`config.mk`:
```
export PLATFORM = sky130hd
export DESIGN_NAME = i2s_tx_serializer
export DESIGN_NICKNAME = d
export VERILOG_FILES = /design/src/rtl/i2s_tx_serializer.sv
export SDC_FILE = /design/constraint.sdc
export NUM_CORES = 1
export LEC_CHECK = 0
export BUFFER_PORTS_ARGS = -buffer_cell sky130_fd_sc_hd__buf_4
export CAP_MARGIN = 10
export CORE_MARGIN = 3
export CORE_UTILIZATION = 35
export DETAILED_ROUTE_END_ITERATION = 6
export SYNTH_ARGS = -nofsm -noshare
export SYNTH_HDL_FRONTEND = slang
export SYNTH_SLANG_ARGS = --single-unit
export TNS_END_PERCENT = 100
```
`constraint.sdc`:
```
create_clock -name clk -period 4.35 [get_ports clk]
set_clock_uncertainty 0.05 [all_clocks]
set_input_delay 0.87 -clock clk [delete_from_list [all_inputs] [get_ports clk]]
set_output_delay 0.87 -clock clk [all_outputs]
set_load 0.02 [all_outputs]
```
`src/rtl/i2s_tx_serializer.sv`:
```
// i2s_tx_serializer: I2S master transmitter. It takes one signed accumulator result per
// channel, rounds and saturates each one to DATA_BITS-wide PCM, holds the pair until the
// next frame boundary, and shifts them out MSB first. The data follows the word-select
// edge by one bit, as the standard I2S format requires.
//
// Ports:
//   clk, reset              system clock, synchronous active-high reset
//   audio_en                1 = transmit, 0 = return to idle and discard state
//   l_audio_in, r_audio_in  signed ACC_BITS accumulator results
//   sample_valid            1-cycle strobe that captures both channels
//   frame_req               pulse when a frame is loaded (the holding register is free)
//   underrun                pulse when a frame is loaded with no sample pending
//   overrun                 pulse when a pending sample is overwritten
//   clip                    pulse when either channel saturated at capture
//   i2s_bclk, i2s_lrclk,    serial bit clock, word select (0 = left), and data
//   i2s_sdata
module i2s_tx_serializer #(
    parameter int unsigned CLK_PER_HALF = 4,
    parameter int unsigned SLOT_BITS    = 32,
    parameter int unsigned DATA_BITS    = 24,
    parameter int unsigned ACC_BITS     = 48,
    parameter int unsigned FRAC_SHIFT   = 15
) (
    input  logic                clk,
    input  logic                reset,
    input  logic                audio_en,
    input  logic [ACC_BITS-1:0] l_audio_in,
    input  logic [ACC_BITS-1:0] r_audio_in,
    input  logic                sample_valid,
    output logic                frame_req,
    output logic                underrun,
    output logic                overrun,
    output logic                clip,
    output logic                i2s_bclk,
    output logic                i2s_lrclk,
    output logic                i2s_sdata
);

    localparam int unsigned FRAME_BITS = 2 * SLOT_BITS;
    localparam int unsigned CNT_BITS   = $clog2(FRAME_BITS);
    localparam int unsigned DIV_BITS   = $clog2(CLK_PER_HALF);
    localparam int unsigned EXT_BITS   = ACC_BITS + 1;
    localparam int unsigned Y_BITS     = EXT_BITS - FRAC_SHIFT;
    localparam int unsigned TOP_BITS   = Y_BITS - DATA_BITS + 1;
    localparam int unsigned SR_BITS    = 2 * DATA_BITS;
    localparam logic [EXT_BITS-1:0] HALF_LSB = EXT_BITS'(1) << (FRAC_SHIFT - 1);

    typedef enum logic {
        ST_IDLE,
        ST_RUN
    } state_t;

    state_t               state;
    logic [DIV_BITS-1:0]  div;
    logic [CNT_BITS-1:0]  bit_cnt;
    logic [DATA_BITS-1:0] hold_l;
    logic [DATA_BITS-1:0] hold_r;
    logic                 pend;
    logic [SR_BITS-1:0]   shift_reg;

    // Round half up, then arithmetic shift. The accumulator gets one guard bit, so adding
    // the rounding constant cannot wrap. Returns {clipped, pcm}.
    function automatic logic [DATA_BITS:0] round_sat(input logic [ACC_BITS-1:0] x);
        logic [EXT_BITS-1:0] sum;
        logic [Y_BITS-1:0]   y;
        logic [TOP_BITS-1:0] top;
        logic                ovf;
        sum = {x[ACC_BITS-1], x} + HALF_LSB;
        y   = sum[EXT_BITS-1:FRAC_SHIFT];
        // The result fits in PCM only when every bit above the PCM sign bit copies that sign bit.
        top = y[Y_BITS-1:DATA_BITS-1];
        ovf = !((&top) || !(|top));
        if (!ovf) begin
            return {1'b0, y[DATA_BITS-1:0]};
        end else if (y[Y_BITS-1]) begin
            return {1'b1, 1'b1, {(DATA_BITS - 1){1'b0}}};
        end else begin
            return {1'b1, 1'b0, {(DATA_BITS - 1){1'b1}}};
        end
    endfunction

    logic [DATA_BITS:0]  l_conv_c;
    logic [DATA_BITS:0]  r_conv_c;
    logic [CNT_BITS-1:0] next_cnt_c;
    logic [CNT_BITS-1:0] slot_bit_c;
    logic                next_lr_c;
    logic                data_bit_c;
    logic                bclk_fall_c;
    logic                frame_load_c;

    assign l_conv_c = round_sat(l_audio_in);
    assign r_conv_c = round_sat(r_audio_in);

    // Bit position after the next falling edge; it decides word select, data, and frame load.
    always_comb begin
        next_cnt_c   = (bit_cnt == CNT_BITS'(FRAME_BITS - 1)) ? '0 : bit_cnt + CNT_BITS'(1);
        next_lr_c    = (next_cnt_c >= CNT_BITS'(SLOT_BITS));
        slot_bit_c   = next_lr_c ? next_cnt_c - CNT_BITS'(SLOT_BITS) : next_cnt_c;
        data_bit_c   = (slot_bit_c != '0) && (slot_bit_c <= CNT_BITS'(DATA_BITS));
        bclk_fall_c  = (div == DIV_BITS'(CLK_PER_HALF - 1)) && i2s_bclk;
        frame_load_c = bclk_fall_c && (next_cnt_c == '0);
    end

    // Control FSM, bit-clock divider, serializer and holding register.
    always_ff @(posedge clk) begin
        frame_req <= 1'b0;
        underrun  <= 1'b0;
        overrun   <= 1'b0;
        clip      <= 1'b0;
        if (reset || (state == ST_RUN && !audio_en)) begin
            state     <= ST_IDLE;
            div       <= '0;
            bit_cnt   <= CNT_BITS'(FRAME_BITS - 1);
            i2s_bclk  <= 1'b0;
            i2s_lrclk <= 1'b1;
            i2s_sdata <= 1'b0;
            hold_l    <= '0;
            hold_r    <= '0;
            pend      <= 1'b0;
            shift_reg <= '0;
        end else if (state == ST_IDLE) begin
            if (audio_en) begin
                state <= ST_RUN;
            end
        end else begin
            if (div == DIV_BITS'(CLK_PER_HALF - 1)) begin
                div      <= '0;
                i2s_bclk <= ~i2s_bclk;
            end else begin
                div <= div + DIV_BITS'(1);
            end

            // Data changes on the falling edge, so the DAC samples it on the rising edge.
            if (bclk_fall_c) begin
                bit_cnt   <= next_cnt_c;
                i2s_lrclk <= next_lr_c;
                if (frame_load_c) begin
                    frame_req <= 1'b1;
                    i2s_sdata <= 1'b0;
                    if (pend) begin
                        shift_reg <= {hold_l, hold_r};
                    end else begin
                        shift_reg <= '0;
                        underrun  <= 1'b1;
                    end
                end else if (data_bit_c) begin
                    i2s_sdata <= shift_reg[SR_BITS-1];
                    shift_reg <= {shift_reg[SR_BITS-2:0], 1'b0};
                end else begin
                    i2s_sdata <= 1'b0;
                end
            end

            // A frame load reads the old holding contents, so a capture in the same cycle
            // is kept for the next frame.
            if (sample_valid) begin
                hold_l  <= l_conv_c[DATA_BITS-1:0];
                hold_r  <= r_conv_c[DATA_BITS-1:0];
                pend    <= 1'b1;
                clip    <= l_conv_c[DATA_BITS] | r_conv_c[DATA_BITS];
                overrun <= pend && !frame_load_c;
            end else if (frame_load_c) begin
                pend <= 1'b0;
            end
        end
    end

endmodule

```
==> flow_metrics.tcl, run 1 <==
set metrics [dict create \
    synth_top_area_share_pct 35.46 \
    power.density_nw_per_um2 332.0 \
    antenna_cells 0 \
    status "finished, final reports clean" \
    dieArea_um2 19880 \
    final_nets 976 \
    synth_edf_count 0 \
    fin_crit_ps 3411 \
    ys_async_sr_fraction_pct 0 \
    postLayoutCellArea_um2 7651 \
    multi_input_area_um2 3834 \
    gp_congestion 0.8694 \
    grt_max_degree 96 \
    cts_tree "built" \
    endpoint_kind "register" \
    synth_common_cells "113 x dfxtp_1, 107 x nand2_1, 86 x nand3_1" \
    finalHoldViolCount 0 \
    vias_per_cell 5.422 \
    die_h_um 141 \
    yosys.cell_types.count 58 \
    cts_num_sinks 113 \
    synthTopCellsByArea "dfxtp_1 35%, nand3_1 6.7%, a311oi_1 6.7%" \
    critPathLaunchType "input port" \
    die_x_um 141 \
    tns_ps 0 \
    synthesis.nets 927 \
    path_clk_slew_ps 50 \
    crit_fanout 24 \
    drive_gt1_share_pct 17.67 \
    fp.coreArea_um2 17600 \
    dpl.hpwl_mm 10.73 \
    syn_area_per_cell_um2 7.760 \
    finalPower_mw 2.540 \
    nFillCells 1814 \
    synth-main-ff-cell "dfxtp_1" \
    finalWirelength_mm 15.94 \
    hold_buffers 0 \
    antenna_found_initial 0 \
    portBuffers 78 \
    largest_reg_flops 48 \
    htree_num_levels 4 \
    root_buffer "clkbuf_16" \
    peakVddDrop_uv 229.4 \
    cp.arrival_ps 3700 \
    dr.pass1.iters 5 \
    max_cap_viol_count 0 \
    clk_latency_ps 410 \
    yosys.cell_count.top_type "dfxtp_1" \
    path_class "input port to register" \
    vias 6008 \
    start_util_pct 36.25 \
    synth-warning-count 0 \
    slew_headroom_pct 39.58 \
    postRouteAntennaNets 0 \
    rsz0062_at_grt "no" \
    postPlaceCellArea_um2 7118 \
    required_ps 4640 \
    seq_area_frac_synth_pct 35.46 \
    cts_setup_buffers 0 \
    clockBufferDepth 2 \
    period_share_pct 78.41 \
    tightest_slew_ps 906.3 \
    drt_iter0_drc 396 \
    cts_made_buffers 17 \
    io_pins 107 \
    drc 0 \
    first_global_vias 5488 \
    cts-resized-gates 0 \
    synth_top_area_cell "dfxtp_1" \
    syn_inst 822 \
    setup_viol 0 \
    rows 48 \
    register_area_um2 2262 \
    wire_per_inst_um 14.39 \
    syn_to_final_growth_pct 19.95 \
    total_leakage_power_nw 2.592 \
    overflow 0 \
    fmax_mhz 293.2 \
    min_path_type "register to register" \
    grt_usage_pct 15.96 \
    grt_pass1_wl_mm 26.92 \
    synth_area_um2 6379 \
    finalMaxSlewViolations 0 \
    ys_seq_elements 113 \
]
per-stage QoR:
stage	hold WS, ps	cells	setup slack (ps)	utilization, %
floorplan	386.9	822	1212	-
global placement	391.1	1077	534.7	40.45
detailed placement	399.0	1077	498.2	40.45
CTS	413.5	1108	934.1	43.48
global route	432.8	1108	733.7	43.48
finish	411.2	1108	939.1	43.48
per-layer routing:
layer  global-route usage [%]  routed length [um]
met1                    23.53                8217
met2                    23.92                6919
met3                    2.782                 676
met4                    4.488                 127
met5                        0                   0
report_power, final:
group | switching [mW] | total (mW) | internal [mW]
clock network | 0.445 | 1.25 | 0.806
registers | 0.0120 | 1.07 | 1.06
logic | 0.124 | 0.218 | 0.0938
total | 0.581 | 2.54 | 1.96
layout make-up:
cell class | count | area share [%]
Clock buffer | 25 | 6.214
Clock inverter | 6 | 0.7522
Inverter | 6 | 0.2944
Multi-Input combinational cell | 639 | 50.11
Sequential cell | 113 | 29.57
Tap cell | 225 | 3.679
Timing Repair Buffer | 94 | 9.387
placed cells by master, fill, tap and decap left out, types with 19 or more instances in the layout:
master    count
dfxtp_1     113
a21oi_2      19
xor2_1       22
xnor2_1      31
o21ai_0      55
a311oi_1     49
nand3_1      86
nand2_1     107
a21oi_1      42
nand2b_1     23
nand4_1      23
nor2_1       79
buf_4        93
critical path, cell delays in order:
cell and delay, ps:
buf_4 100, ha_1 170, nand3_1 200, or3_1 430, or4_1 530, a22o_1 260, nand4bb_4 230, o32ai_4 500
nand2_1 220, a21oi_2 180
kinds of logic after synthesis:
group / synth area share (%)
xor+xnor: 7.277
flops: 35.46
fa+ha+maj: 0.9808
simple gates: 30.01
compound gates: 21.17
mux: 0.4708
buf+inv: 4.629
worst paths after layout:
kind,from,to,slack (ps),cells past startpoint
worst max-delay path,l_audio_in[14],hold_l[10],940,10
worst min-delay path,i2s_sdata,i2s_sdata,410,2
worst max register to register,bit_cnt[0],shift_reg[34],1590,9
worst min register to register,i2s_sdata,i2s_sdata,410,2
Power figures use the tool's default switching activity.
==> run 2: changes to the inputs <==
clock period = 3.4 ns   (was 4.35 ns; I/O delays follow)
==> flow_metrics.tcl, run 2 (synthesis results as in run 1) <==
set metrics [dict create \
    min_path_type "register to register" \
    drive_gt1_share_pct 19.69 \
    worst_path_dominant_cell_family "simple AND/OR/NAND/NOR gates" \
    die_x_um 141 \
    cts_num_sinks 113 \
    multi_input_area_um2 3834 \
    hold_buffers 0 \
    cts-resized-gates 0 \
    wl_met1_mm 8.128 \
    crit_chain "buf_4 -> ha_1 -> nand4_1 -> nor3_4 -> buf_4 -> nand2_1 -> or3b_2 -> and2_0 -> o31a_1 -> or2_2 -> a21oi_1" \
    postPlaceCellArea_um2 7306 \
    crit_fanout 21 \
    grt_usage_pct 16.22 \
    root_buffer "clkbuf_16" \
    crit_path_top_delay_cell "o31a_1" \
    drt_iter0_drc 436 \
    cp.arrival_ps 3190 \
    wl_met3_um 646 \
    mostFrequentLayoutCell "dfxtp_1" \
    fin_crit_ps 2905 \
    postRouteAntennaNets 0 \
    critPathMaxStageDelay_ps 530 \
    endpoint_kind "register" \
    final_nets 991 \
    clk_latency_ps 410 \
    grt_max_degree 96 \
    met2RoutedLength_mm 7.303 \
    required_ps 3680 \
    tightest_slew_ps 1061 \
    start_util_pct 36.25 \
    rows 48 \
    cpMostUsedCell "buf_4" \
    portBuffers 78 \
    power.density_nw_per_um2 420.6 \
    postLayoutCellArea_um2 7864 \
    dr.pass1.iters 5 \
    antenna_cells 0 \
    rsz0062_at_grt "no" \
    io_pins 107 \
    total_leakage_power_nw 2.694 \
    vias 6059 \
    path_class "input port to register" \
    nFillCells 1828 \
    drc 0 \
    finalHoldViolCount 0 \
    grt_pass1_wl_mm 27.42 \
    dpl.hpwl_mm 10.89 \
    top_layer "met4" \
    critPathLaunchType "input port" \
    finalMaxSlewViolations 0 \
    overflow 0 \
    cts_setup_buffers 0 \
    peakVddDrop_uv 295.4 \
    cts_made_buffers 17 \
    slew_headroom_pct 29.19 \
    finalWirelength_mm 16.20 \
    path_clk_slew_ps 50 \
    fp.coreArea_um2 17600 \
    vias_per_cell 5.391 \
    htree_num_levels 4 \
    status "finished, final reports clean" \
    register_area_um2 2262 \
    setup_viol 0 \
    period_share_pct 85.44 \
    critPathBufInv 2 \
    die_h_um 141 \
    fmax_mhz 344.2 \
    clockBufferDepth 2 \
    layout_common_cells "113 x dfxtp_1, 107 x nand2_1, 102 x buf_4, 86 x nand3_1, 79 x nor2_1" \
    cts_tree "built" \
    syn_to_final_growth_pct 23.28 \
    max_cap_viol_count 0 \
    largest_reg_flops 48 \
    gp_congestion 0.8009 \
    tns_ps 0 \
    wire_per_inst_um 14.41 \
    antenna_found_initial 0 \
    first_global_vias 5608 \
    dieArea_um2 19880 \
]
-- run 2: cell types whose count changed in the layout (fill, tap and decap cells not counted), sizes merged --
cell | before | now
buf | 94 | 109
clkinvlp | 1 | 3
clkinv | 4 | 7
clkbuf | 25 | 21
-- run 2: path summary, 6_finish.rpt --
check / startpoint / end / slack, ps / cells past startpoint
min reg2reg: hold_l[23] / hold_l[23] / 410 / 2
min: hold_l[23] / hold_l[23] / 410 / 2
max reg2reg: bit_cnt[0] / shift_reg[29] / 610 / 10
max: r_audio_in[14] / hold_r[4] / 500 / 11
-- run 2: cell type report --
class	instances	area share, %
Multi-Input combinational cell	639	48.75
Sequential cell	113	28.77
Timing Repair Buffer	109	11.52
Clock buffer	21	5.982
Tap cell	225	3.580
Clock inverter	11	1.114
Inverter	6	0.2864
-- run 2: stage by stage --
step | hold slack [ps] | cells | util, % | total power, mW | setup WS [ps]
after floorplan | 386.9 | 822 | - | 1.530 | 452.5
after global placement | 392.2 | 1092 | 41.52 | 1.682 | 136.3
after detailed placement | 399.5 | 1092 | 41.52 | 1.684 | 88.37
after CTS | 398.2 | 1124 | 44.69 | 3.334 | 497.8
after global routing | 405.3 | 1124 | 44.69 | 3.423 | 295.3
final | 406.0 | 1124 | 44.69 | 3.308 | 495.1
-- run 2: power by group --
part | internal, mW | switching (mW) | total [mW] | leakage, nW
Combinational | 0.128 | 0.155 | 0.283 | 1.50
Clock | 1.05 | 0.600 | 1.65 | 0.274
Sequential | 1.35 | 0.0199 | 1.37 | 0.916
Total | 2.53 | 0.775 | 3.31 | 2.69
-- run 2: layer usage --
layer	GRT usage [%]	vias to the layer above
li1	-	3105
met1	23.30	2803
met2	25.28	143
met3	2.476	8
met4	4.539	0
met5	0	-
-- run 2: tightest hold or removal path, stage by stage (launching register included) --
cell and delay, ps:
dfxtp_1 310, nand2_1 50, a21oi_1 50
==> run 3: changes to the inputs <==
CORE_MARGIN = default   (was 3)
==> flow_metrics.tcl, run 3 (synthesis results as in run 1) <==
set metrics [dict create \
    path_clk_slew_ps 50 \
    gp_congestion 0.8692 \
    portBuffers 78 \
    required_ps 3650 \
    power.density_nw_per_um2 455.5 \
    antenna_cells 0 \
    start_util_pct 35.63 \
    dieArea_um2 18770 \
    fp.coreArea_um2 17900 \
    status "finished, final reports clean" \
    slew_headroom_pct 53.91 \
    p_seq_share_pct 38.0 \
    period_share_pct 83.42 \
    hold_buffers 0 \
    tightest_slew_ps 691.4 \
    met2RoutedLength_mm 7.100 \
    dr.pass1.iters 5 \
    final_cells 1127 \
    drc 0 \
    wire_per_inst_um 13.94 \
    cts_tree "built" \
    largest_reg_flops 48 \
    io_pins 107 \
    critPathLaunchType "register" \
    drt_iter0_drc 385 \
    die_x_um 137 \
    setup_viol 0 \
    min_path_type "register to register" \
    critPathMaxStageDelay_ps 440 \
    switching_share_pct 21.44 \
    rows 49 \
    wl_met3_um 612 \
    tns_ps 0 \
    syn_to_final_growth_pct 23.95 \
    peakVddDrop_uv 272.3 \
    register_area_um2 2262 \
    htree_num_levels 4 \
    root_buffer "clkbuf_16" \
    finalPower_mw 3.602 \
    crit_chain "ha_1 -> a211o_1 -> o21ai_0 -> a21oi_1 -> nor3b_1 -> and2_1 -> buf_4 -> nand3_1 -> a311oi_1" \
    layout_common_cells "113 x dfxtp_1, 107 x nand2_1, 105 x buf_4, 86 x nand3_1, 79 x nor2_1" \
    grt_usage_pct 17.39 \
    total_leakage_power_nw 2.726 \
    nFillCells 1844 \
    cts_made_buffers 17 \
    endpoint_kind "register" \
    intPower_mw 2.830 \
    overflow 0 \
    antenna_found_initial 0 \
    postRouteAntennaNets 0 \
    cts-resized-gates 0 \
    power_frac_comb_pct 7.9 \
    finalWirelength_mm 15.71 \
    crit_fanout 49 \
    dpl.hpwl_mm 10.55 \
    finalMaxSlewViolations 0 \
    p_sw_mw 0.7721 \
    die_h_um 137 \
    top_layer "met4" \
    fmax_mhz 352.6 \
    grt_max_degree 96 \
    vias 6030 \
    first_global_vias 5451 \
    max_cap_viol_count 0 \
    clk_latency_ps 410 \
    dp.cells 1095 \
    cts_num_sinks 113 \
    path_class "register to register" \
    mostFrequentLayoutCell "dfxtp_1" \
    wl_met1_mm 7.851 \
    multi_input_area_um2 3834 \
    fin_crit_ps 2836 \
    drive_gt1_share_pct 19.60 \
    postLayoutCellArea_um2 7906 \
    clockPowerShare_pct 54.1 \
    whs_ps 405.8 \
    cts_setup_buffers 0 \
    finalHoldViolCount 0 \
    clockBufferDepth 2 \
    cp.arrival_ps 3090 \
    final_nets 990 \
    grt_pass1_wl_mm 26.24 \
    crit_path_top_delay_cell "buf_4" \
    vias_per_cell 5.350 \
    postPlaceCellArea_um2 7253 \
    rsz0062_at_grt "no" \
]
## run 3: changes by cell type in the layout (fill, tap and decap cells not counted)
cell | previous run | this run
buf_4 | 102 | 105
clkinvlp_4 | 3 | 1
buf_12 | 7 | 3
bufinv_16 | 1 | 5
clkinv_2 | 7 | 5
## run 3: path summary, 6_finish.rpt
path | endpoint | slack [ps] | startpoint | cells past startpoint
max | shift_reg[32] | 560 | bit_cnt[0] | 9
min | hold_l[23] | 410 | hold_l[23] | 2
max reg2reg | shift_reg[32] | 560 | bit_cnt[0] | 9
min reg2reg | hold_l[23] | 410 | hold_l[23] | 2
## run 3: cell type report
class                           count  share of cell area [%]
Inverter                            6                  0.2849
Sequential cell                   113                   28.61
Tap cell                          229                   3.624
Clock buffer                       21                   5.950
Clock inverter                     11                   2.310
Timing Repair Buffer              108                   10.73
Multi-Input combinational cell    639                   48.49
## run 3: per-layer routing
metal	vias to the layer above	global-route usage (%)
met3	12	3.296
li1	3087	-
met5	-	0
met4	0	5.128
met2	126	27.55
met1	2805	23.81
## run 3: critical path: cells and delay by family (launching register included)
kind / cells / cell delay [ps]
AO/OA/AOI/OAI: 4 / 910
AND/OR/NAND/NOR: 3 / 660
buffers and inverters: 1 / 440
flip-flops: 1 / 350
adder cells (fa/ha/maj): 1 / 290
## run 3: per-stage QoR
step | setup slack [ps] | utilization [%]
CTS | 558.6 | 44.16
global placement | 197.7 | 40.52
floorplan | 452.5 | -
finish | 563.6 | 44.16
detailed placement | 184.0 | 40.52
global route | 305.1 | 44.16
## run 3: power by group through the flow
stage	Sequential [mW]	Clock [mW]	Combinational, mW
final	1.37	1.95	0.283
after global routing	1.37	2.03	0.312
after CTS	1.37	1.98	0.284
after detailed placement	1.40	0	0.282
after global placement	1.40	0	0.282
after floorplan	1.39	0	0.138
